### src/rtl/keypad_row_decoder.sv
// rtl/keypad_row_decoder.sv - 4x4 keypad row sense, debounce and key decode
// Freezes the scan column via en while a candidate or accepted key is present.
module keypad_row_decoder #(
  parameter int DEBOUNCE_CYCLES = 10000,
  parameter int CNT_W           = 15
) (
  input  logic       clk,
  input  logic       reset,
  input  logic [1:0] columna,
  input  logic [3:0] filas,
  output logic       en,
  output logic [3:0] key_code,
  output logic       key_valid
);

  typedef enum logic [1:0] {
    IDLE     = 2'd0,
    DEBOUNCE = 2'd1,
    PRESSED  = 2'd2,
    RELEASE  = 2'd3
  } state_t;

  localparam logic [CNT_W-1:0] CNT_LAST = CNT_W'(DEBOUNCE_CYCLES - 1);

  state_t           state_q, state_d;
  logic [3:0]       sync1_q, sync1_d;
  logic [3:0]       rows_q, rows_d;
  logic [CNT_W-1:0] cnt_q, cnt_d;
  logic [3:0]       row_cap_q, row_cap_d;
  logic [1:0]       col_cap_q, col_cap_d;
  logic             en_q, en_d;
  logic [3:0]       key_code_q, key_code_d;
  logic             key_valid_q, key_valid_d;

  logic             rows_one_hot;
  logic [1:0]       row_idx;

  assign rows_one_hot = (rows_q != 4'd0) && ((rows_q & (rows_q - 4'd1)) == 4'd0);

  always_comb begin
    row_idx = 2'd0;
    case (row_cap_q)
      4'b0010: row_idx = 2'd1;
      4'b0100: row_idx = 2'd2;
      4'b1000: row_idx = 2'd3;
      default: row_idx = 2'd0;
    endcase
  end

  always_comb begin
    state_d     = state_q;
    sync1_d     = filas;
    rows_d      = sync1_q;
    cnt_d       = cnt_q;
    row_cap_d   = row_cap_q;
    col_cap_d   = col_cap_q;
    en_d        = en_q;
    key_code_d  = key_code_q;
    key_valid_d = 1'b0;

    case (state_q)
      IDLE: begin
        en_d = 1'b0;
        if (rows_one_hot) begin
          row_cap_d = rows_q;
          col_cap_d = columna;
          cnt_d     = '0;
          state_d   = DEBOUNCE;
          en_d      = 1'b1;
        end
      end
      DEBOUNCE: begin
        en_d = 1'b1;
        // A column advance racing the detection also lands here as a mismatch.
        if (rows_q != row_cap_q || columna != col_cap_q) begin
          state_d = IDLE;
          en_d    = 1'b0;
        end else if (cnt_q == CNT_LAST) begin
          state_d     = PRESSED;
          key_code_d  = {row_idx, col_cap_q};
          key_valid_d = 1'b1;
        end else begin
          cnt_d = cnt_q + CNT_W'(1);
        end
      end
      PRESSED: begin
        en_d = 1'b1;
        if (rows_q == 4'd0) begin
          cnt_d   = '0;
          state_d = RELEASE;
        end
      end
      RELEASE: begin
        en_d = 1'b1;
        if (rows_q != 4'd0) begin
          state_d = PRESSED;
        end else if (cnt_q == CNT_LAST) begin
          state_d = IDLE;
          en_d    = 1'b0;
        end else begin
          cnt_d = cnt_q + CNT_W'(1);
        end
      end
      default: begin
        state_d = IDLE;
        en_d    = 1'b0;
      end
    endcase
  end

  always_ff @(posedge clk or negedge reset) begin
    if (!reset) begin
      state_q     <= IDLE;
      sync1_q     <= 4'd0;
      rows_q      <= 4'd0;
      cnt_q       <= '0;
      row_cap_q   <= 4'd0;
      col_cap_q   <= 2'd0;
      en_q        <= 1'b0;
      key_code_q  <= 4'd0;
      key_valid_q <= 1'b0;
    end else begin
      state_q     <= state_d;
      sync1_q     <= sync1_d;
      rows_q      <= rows_d;
      cnt_q       <= cnt_d;
      row_cap_q   <= row_cap_d;
      col_cap_q   <= col_cap_d;
      en_q        <= en_d;
      key_code_q  <= key_code_d;
      key_valid_q <= key_valid_d;
    end
  end

  assign en        = en_q;
  assign key_code  = key_code_q;
  assign key_valid = key_valid_q;

endmodule

### config.mk
export PLATFORM = sky130hd
export DESIGN_NAME = keypad_row_decoder
export DESIGN_NICKNAME = d
export VERILOG_FILES = /design/src/rtl/keypad_row_decoder.sv
export SDC_FILE = /design/constraint.sdc
export NUM_CORES = 1
export LEC_CHECK = 0
export ABC_AREA = 1
export CAP_MARGIN = 20
export CORE_ASPECT_RATIO = 0.9
export CORE_MARGIN = 4
export CORE_UTILIZATION = 25
export CTS_BUF_LIST = sky130_fd_sc_hd__clkbuf_4
export CTS_CLUSTER_SIZE = 20
export DETAILED_ROUTE_END_ITERATION = 10
export HOLD_SLACK_MARGIN = 0.06
export PLACE_DENSITY = 0.41
export SETUP_SLACK_MARGIN = 0.1
export SLEW_MARGIN = 20
export SYNTH_ARGS = -nofsm -noshare
export SYNTH_HDL_FRONTEND = slang
export SYNTH_SLANG_ARGS = --single-unit
export TNS_END_PERCENT = 100
### constraint.sdc
create_clock -name clk -period 1.99 [get_ports clk]
set_clock_uncertainty 0.2 [all_clocks]
set_input_delay 0.398 -clock clk [delete_from_list [all_inputs] [get_ports clk]]
set_output_delay 0.398 -clock clk [all_outputs]
set_load 0.1 [all_outputs]
Yosys cells after proc, flatten, opt, wreduce, memory -nomap -nowiden
Index checks and enable logic that the tools add are counted.
{"block": "totals", "output_inout_bits": 6, "elab_cells": 60, "reg_bits": 37, "input_bits": 8}
{"block": "op_classes", "n_bitwise": 2, "mux": 22, "n_reduce_logical": 10, "addsub": 2, "n_eq_ne": 15}
{"op": "15-bit two-way mux", "n": 5}
{"op": "15-bit case mux with 4 select lines", "n": 1}
{"op": "15-bit by 1-bit adder with 15-bit output (second input constant)", "n": 1}
{"op": "15-bit by 14-bit == test with 1-bit output (second input constant)", "n": 1}
{"op": "2-bit two-way mux", "n": 6}
{"op": "4-bit zero test", "n": 2}
{"op": "2-bit inequality test (second input constant)", "n": 4}
{"op": "2-bit case mux with 4 select lines", "n": 1}
{"op": "4-bit AND reduction", "n": 2}
{"op": "1-bit two-way mux", "n": 7}
{"op": "3-bit inequality test (second input constant)", "n": 2}
{"op": "2-bit case mux with 3 select lines", "n": 1}
{"op": "4-bit AND", "n": 1}
{"op": "2-bit == test (second input constant)", "n": 2}
{"op": "4-bit by 2-bit == test with 1-bit output (second input constant)", "n": 1}
{"op": "4-bit by 3-bit == test with 1-bit output (second input constant)", "n": 1}
{"op": "4-bit == test (second input constant)", "n": 1}
{"op": "4-bit inequality test", "n": 1}
{"op": "1-bit case mux with 4 select lines", "n": 1}
{"op": "4-bit nonzero test", "n": 1}
{"op": "4-bit by 1-bit subtractor with 4-bit output (second input constant)", "n": 1}
{"op": "3-bit AND reduction", "n": 1}
{"op": "2-bit by 1-bit == test with 1-bit output (second input constant)", "n": 1}
{"op": "2-bit zero test", "n": 1}
{"op": "5 further kinds", "n": 5}

Longest topological paths before layout
{"block": "depth", "word_depth": 6, "depth_mapped": 11, "ltp_nobuf": 11}

Least setup slack after synthesis
Ideal clock, no wire load.
{"block": "synth_path", "kind": "register to register", "from": "reg cnt_q[0]", "to": "reg cnt_q[5]", "setup_slack_ps": 322, "arrival_ps": 1351, "synth_period_minus_slack_ps": 1668, "path_stages_with_launch": 11, "setup_time_ps": 117, "path_buffers": 1, "path_cell_list": "dfrtp_1 -> ha_1 -> nand3_1 -> nor2_1 -> nand2_1 -> nand2_1 -> nand2_2 -> nand3_4 -> buf_6 -> nand2_1 -> nand2_1"}
{"block": "synth_via", "elab_chain_len": 4, "word_cells_on_any_way": 6, "cone_classes": "1 x add/sub; 1 x eq/ne; 4 x mux"}
{"item": "start, declared", "line": "28", "source": "logic [CNT_W-1:0] cnt_q, cnt_d;"}
{"item": "start signal, assigned", "line": "126", "source": "cnt_q <= cnt_d;"}
{"item": "15-bit by 1-bit adder with 15-bit output or 15-bit by 14-bit == test with 1-bit output (tied branches)"}
{"item": "15-bit two-way mux *", "line": "78, 97"}
{"item": "15-bit two-way mux (on tied branches)", "line": "95, 75"}
{"item": "15-bit case mux with 4 select lines *", "line": "61", "source": "case (state_q)"}
Mark *: on every way between the ends. The rest lies on a longest branch, timed or not. The select of a mux whose other input is x is not followed.
A chain may end at the register's enable or synchronous reset.

Worst setup path after layout
{"block": "layout_path", "from": "reg cnt_q[0]", "to": "reg cnt_q[12]"}
The elaborated chain is that of the path after synthesis.

==> impl_metrics.py <==
metrics = {
    "run_status": {
        "status": "finished, final reports clean",
    },
    "power_and_ir_drop": {
        "internal_power_w": 0.00152,
        "switching_share": 0.406,
        "power_density_nw_per_um2": 1040,
        "clock_power_share": 0.212,
        "seqPwrFrac": 0.392,
        "max-vdd-ir-drop_uv": 411,
        "power.leakage_nw": 1.28,
        "p_comb_frac": 0.396,
        "p_total_w": 0.00256,
        "p_switching_w": 0.00104,
    },
    "sta": {
        "period_share": 0.882,
        "rsz0062_at_grt": "true",
        "drv_slew": 0,
        "min_period_ns": 1.75,
        "tightest_slew_ns": 0.478,
        "relSlewSlack": 0.681,
        "setup_viol": 0,
        "fmax_ghz": 0.570,
        "hold_viol": 0,
    },
    "min_path": {
        "hp-start": "rows_d[2]",
        "hold_path_class": "flop to flop",
    },
    "logic_synthesis": {
        "synth_top_family_by_area": "simple AND/OR/NAND/NOR gates",
        "ys_top_cells_by_area": "dfrtp_1, nand2_1, inv_1, nor2_1, nand3_1",
        "synth_cell_types": 23,
        "yosysSeqAreaShare": 0.473,
        "synth_adder_area_share": 0.00640,
        "synth-simple-area-share": 0.342,
        "synth-compound-area-share": 0.0493,
        "synth.cell_area_um2": 1960,
        "synth_top_area_share": 0.473,
        "synthXorXnorAreaFrac": 0.0403,
        "ys_seq_elements": 37,
        "synthesis.nets": 274,
        "ys_warn_count": 0,
        "synth.avg_cell_area_um2": 7.38,
        "netlist_instances": 265,
        "synth.area.mux_share": 0,
        "synth_top_cell_by_area": "dfrtp_1",
    },
    "setup_path": {
        "arrival_ns": 1.80,
        "crit_path_end_kind": "flop",
        "cp.buffers_inverters": 0,
        "crit_top_cell": "nand2_1",
        "cp_slowest_cell": "dfrtp_1",
        "cp_slowest_stage_delay_ns": 0.42,
        "critPathTopFamily": "simple AND/OR/NAND/NOR gates",
        "cp-startpoint": "cnt_q[0]",
        "crit_type": "flop to flop",
        "path_cells": "ha_2 -> nand3_2 -> nor2_1 -> nand2_1 -> nand2_1 -> nand2_2 -> nand3_2 -> nand2_1 -> nand2_1",
        "critPathLaunchType": "flop",
        "r2r-start": "cnt_q[0]",
        "worstPathRequired_ns": 2.03,
        "crit_fanout": 7,
    },
    "clock_network": {
        "cts_tree": "built",
        "cts_buffer_depth": 2,
        "cts-buffers-inserted": 5,
        "clock_sinks": 37,
        "clkTransAtPathRegs_ns": 0.13,
        "cts_root_buffer": "clkbuf_4",
        "clock_latency_ns": 0.35,
        "cts.htree.levels": 2,
    },
    "global_routing": {
        "grt_max_degree": 38,
        "grt_pass1_wl_mm": 7.32,
        "grt-ovfl-total": 0,
        "grt_usage": 0.0976,
        "grt_pass1_vias": 1558,
        "antenna_found_initial": 0,
    },
    "floorplanning": {
        "initial_core_util": 0.258,
        "fp.dieArea_um2": 9300,
        "core_um2": 7580,
        "die_h_um": 91.9,
        "die_w_um": 101,
        "ioPinCount": 14,
        "rows": 30,
    },
    "route": {
        "drt_iter0_markers": 43,
        "vias": 1655,
        "routed_via_density": 4.22,
        "drt-pass1-iter-count": 4,
        "wl_mm": 4.34,
        "ant_nets": 0,
        "remaining_drc_errors": 0,
        "routedWlPerCell_um": 11.1,
    },
    "cells_and_area": {
        "layout_common_cells": "nand2_1, dfrtp_1, inv_1",
        "design_area_um2": 2460,
        "layout_commonest_cell": "nand2_1",
        "area_growth_pct": 25.8,
        "antennaDiodeCount": 0,
        "nFillCells": 843,
        "utilization": 0.325,
        "drive_above_1_share": 0.149,
        "nets": 304,
    },
    "place": {
        "placed_area_um2": 2320,
        "finalWeightedCongestion": 0.800,
        "port-buffer-count": 13,
        "dp_hpwl_mm": 3.06,
    },
    "run": {
        "cap_violations": 0,
    },
}
[logic make-up (layout without fill, tap and decap cells)]
family	Yosys count	count (layout)
compound gates	18	18
xor+xnor	9	9
fa+ha+maj	1	1
buf+inv	42	72
flops	37	37
simple gates	158	159
[flip-flops by register name (all words and copies together), names as in the netlist]
register   cells
rows_q         4
key_code       4
rows_d         4
en             1
key_valid      1
col_cap_q      2
state_q        2
cnt_q         15
row_cap_q      4
[synth_stat cells (all sizes together)]
master   instances
nand3           17
ha               1
dfrtp           37
a21oi            2
clkbuf           1
nand4            3
xnor2            3
inv             39
nor2            22
nor3             6
xor2             6
o2111ai          1
buf              2
nor4             1
o21bai           1
o21ai           14
nand2          109
[path summary, 6_finish.rpt]
check                         endpoint  depth (start not counted)  slack, ns
max in group asynchronous    cnt_q[11]                          3       0.84
setup reg to reg             cnt_q[12]                          9       0.24
hold / removal               rows_q[2]                          0       0.16
hold reg to reg              rows_q[2]                          0       0.16
setup / recovery             cnt_q[12]                          9       0.24
min in group asynchronous  key_code[3]                          3       0.41
[layer usage]
layer,up-vias,routed length (um),GRT usage
met4,0,62,0.0299
met1,754,2410,0.146
met2,22,1740,0.139
met3,4,126,0.0205
met5,-,0,0
li1,875,-,-
[power groups by stage]
stage	Combinational [W]	Clock (W)	Sequential, W
after floorplan	0.000609	0	0.00105
after global routing	0.00115	0.000608	0.00103
after detailed placement	0.000940	0	0.00102
after global placement	0.000934	0	0.00102
after CTS	0.000943	0.000574	0.00101
final	0.00102	0.000543	0.00101
[layout make-up]
class / instances / area (um^2) / area share
clock inverters: 3 / 43.8 / 0.0178
inverters: 39 / 146 / 0.0595
clock buffers: 5 / 37.5 / 0.0153
multi-input cells: 187 / 897 / 0.365
well taps: 96 / 120 / 0.0488
repair buffers: 25 / 290 / 0.118
flip-flops and latches: 37 / 926 / 0.376
[stage by stage]
stage	cells	setup TNS [ns]	setup WS, ns	hold slack, ns
2_1_floorplan	265	0	0.322	-0.0976
3_3_place_gp	381	-1.07	-0.0752	0.133
3_5_place_dp	381	-2.50	-0.135	0.135
4_1_cts	390	0	0.109	0.165
5_1_grt	392	0	0.0805	0.170
6_report	392	0	0.235	0.164
[worst reg2reg max path: stages (launching register included)]
cell and delay (ns):
dfrtp_1 0.42, ha_2 0.21, nand3_2 0.12, nor2_1 0.08
nand2_1 0.09, nand2_1 0.06, nand2_2 0.12, nand3_2 0.20
nand2_1 0.11, nand2_1 0.05
[repair_timing]
item / 4_1_cts / 5_1_grt
gates resized for setup: 0 / 8
setup buffers: 0 / 1
endpoints found under the setup margin: 0 / 21
endpoints found under the hold margin: 37 / 0
hold buffers: 1 / 0
Note: power is estimated with default switching activity, not from simulation.
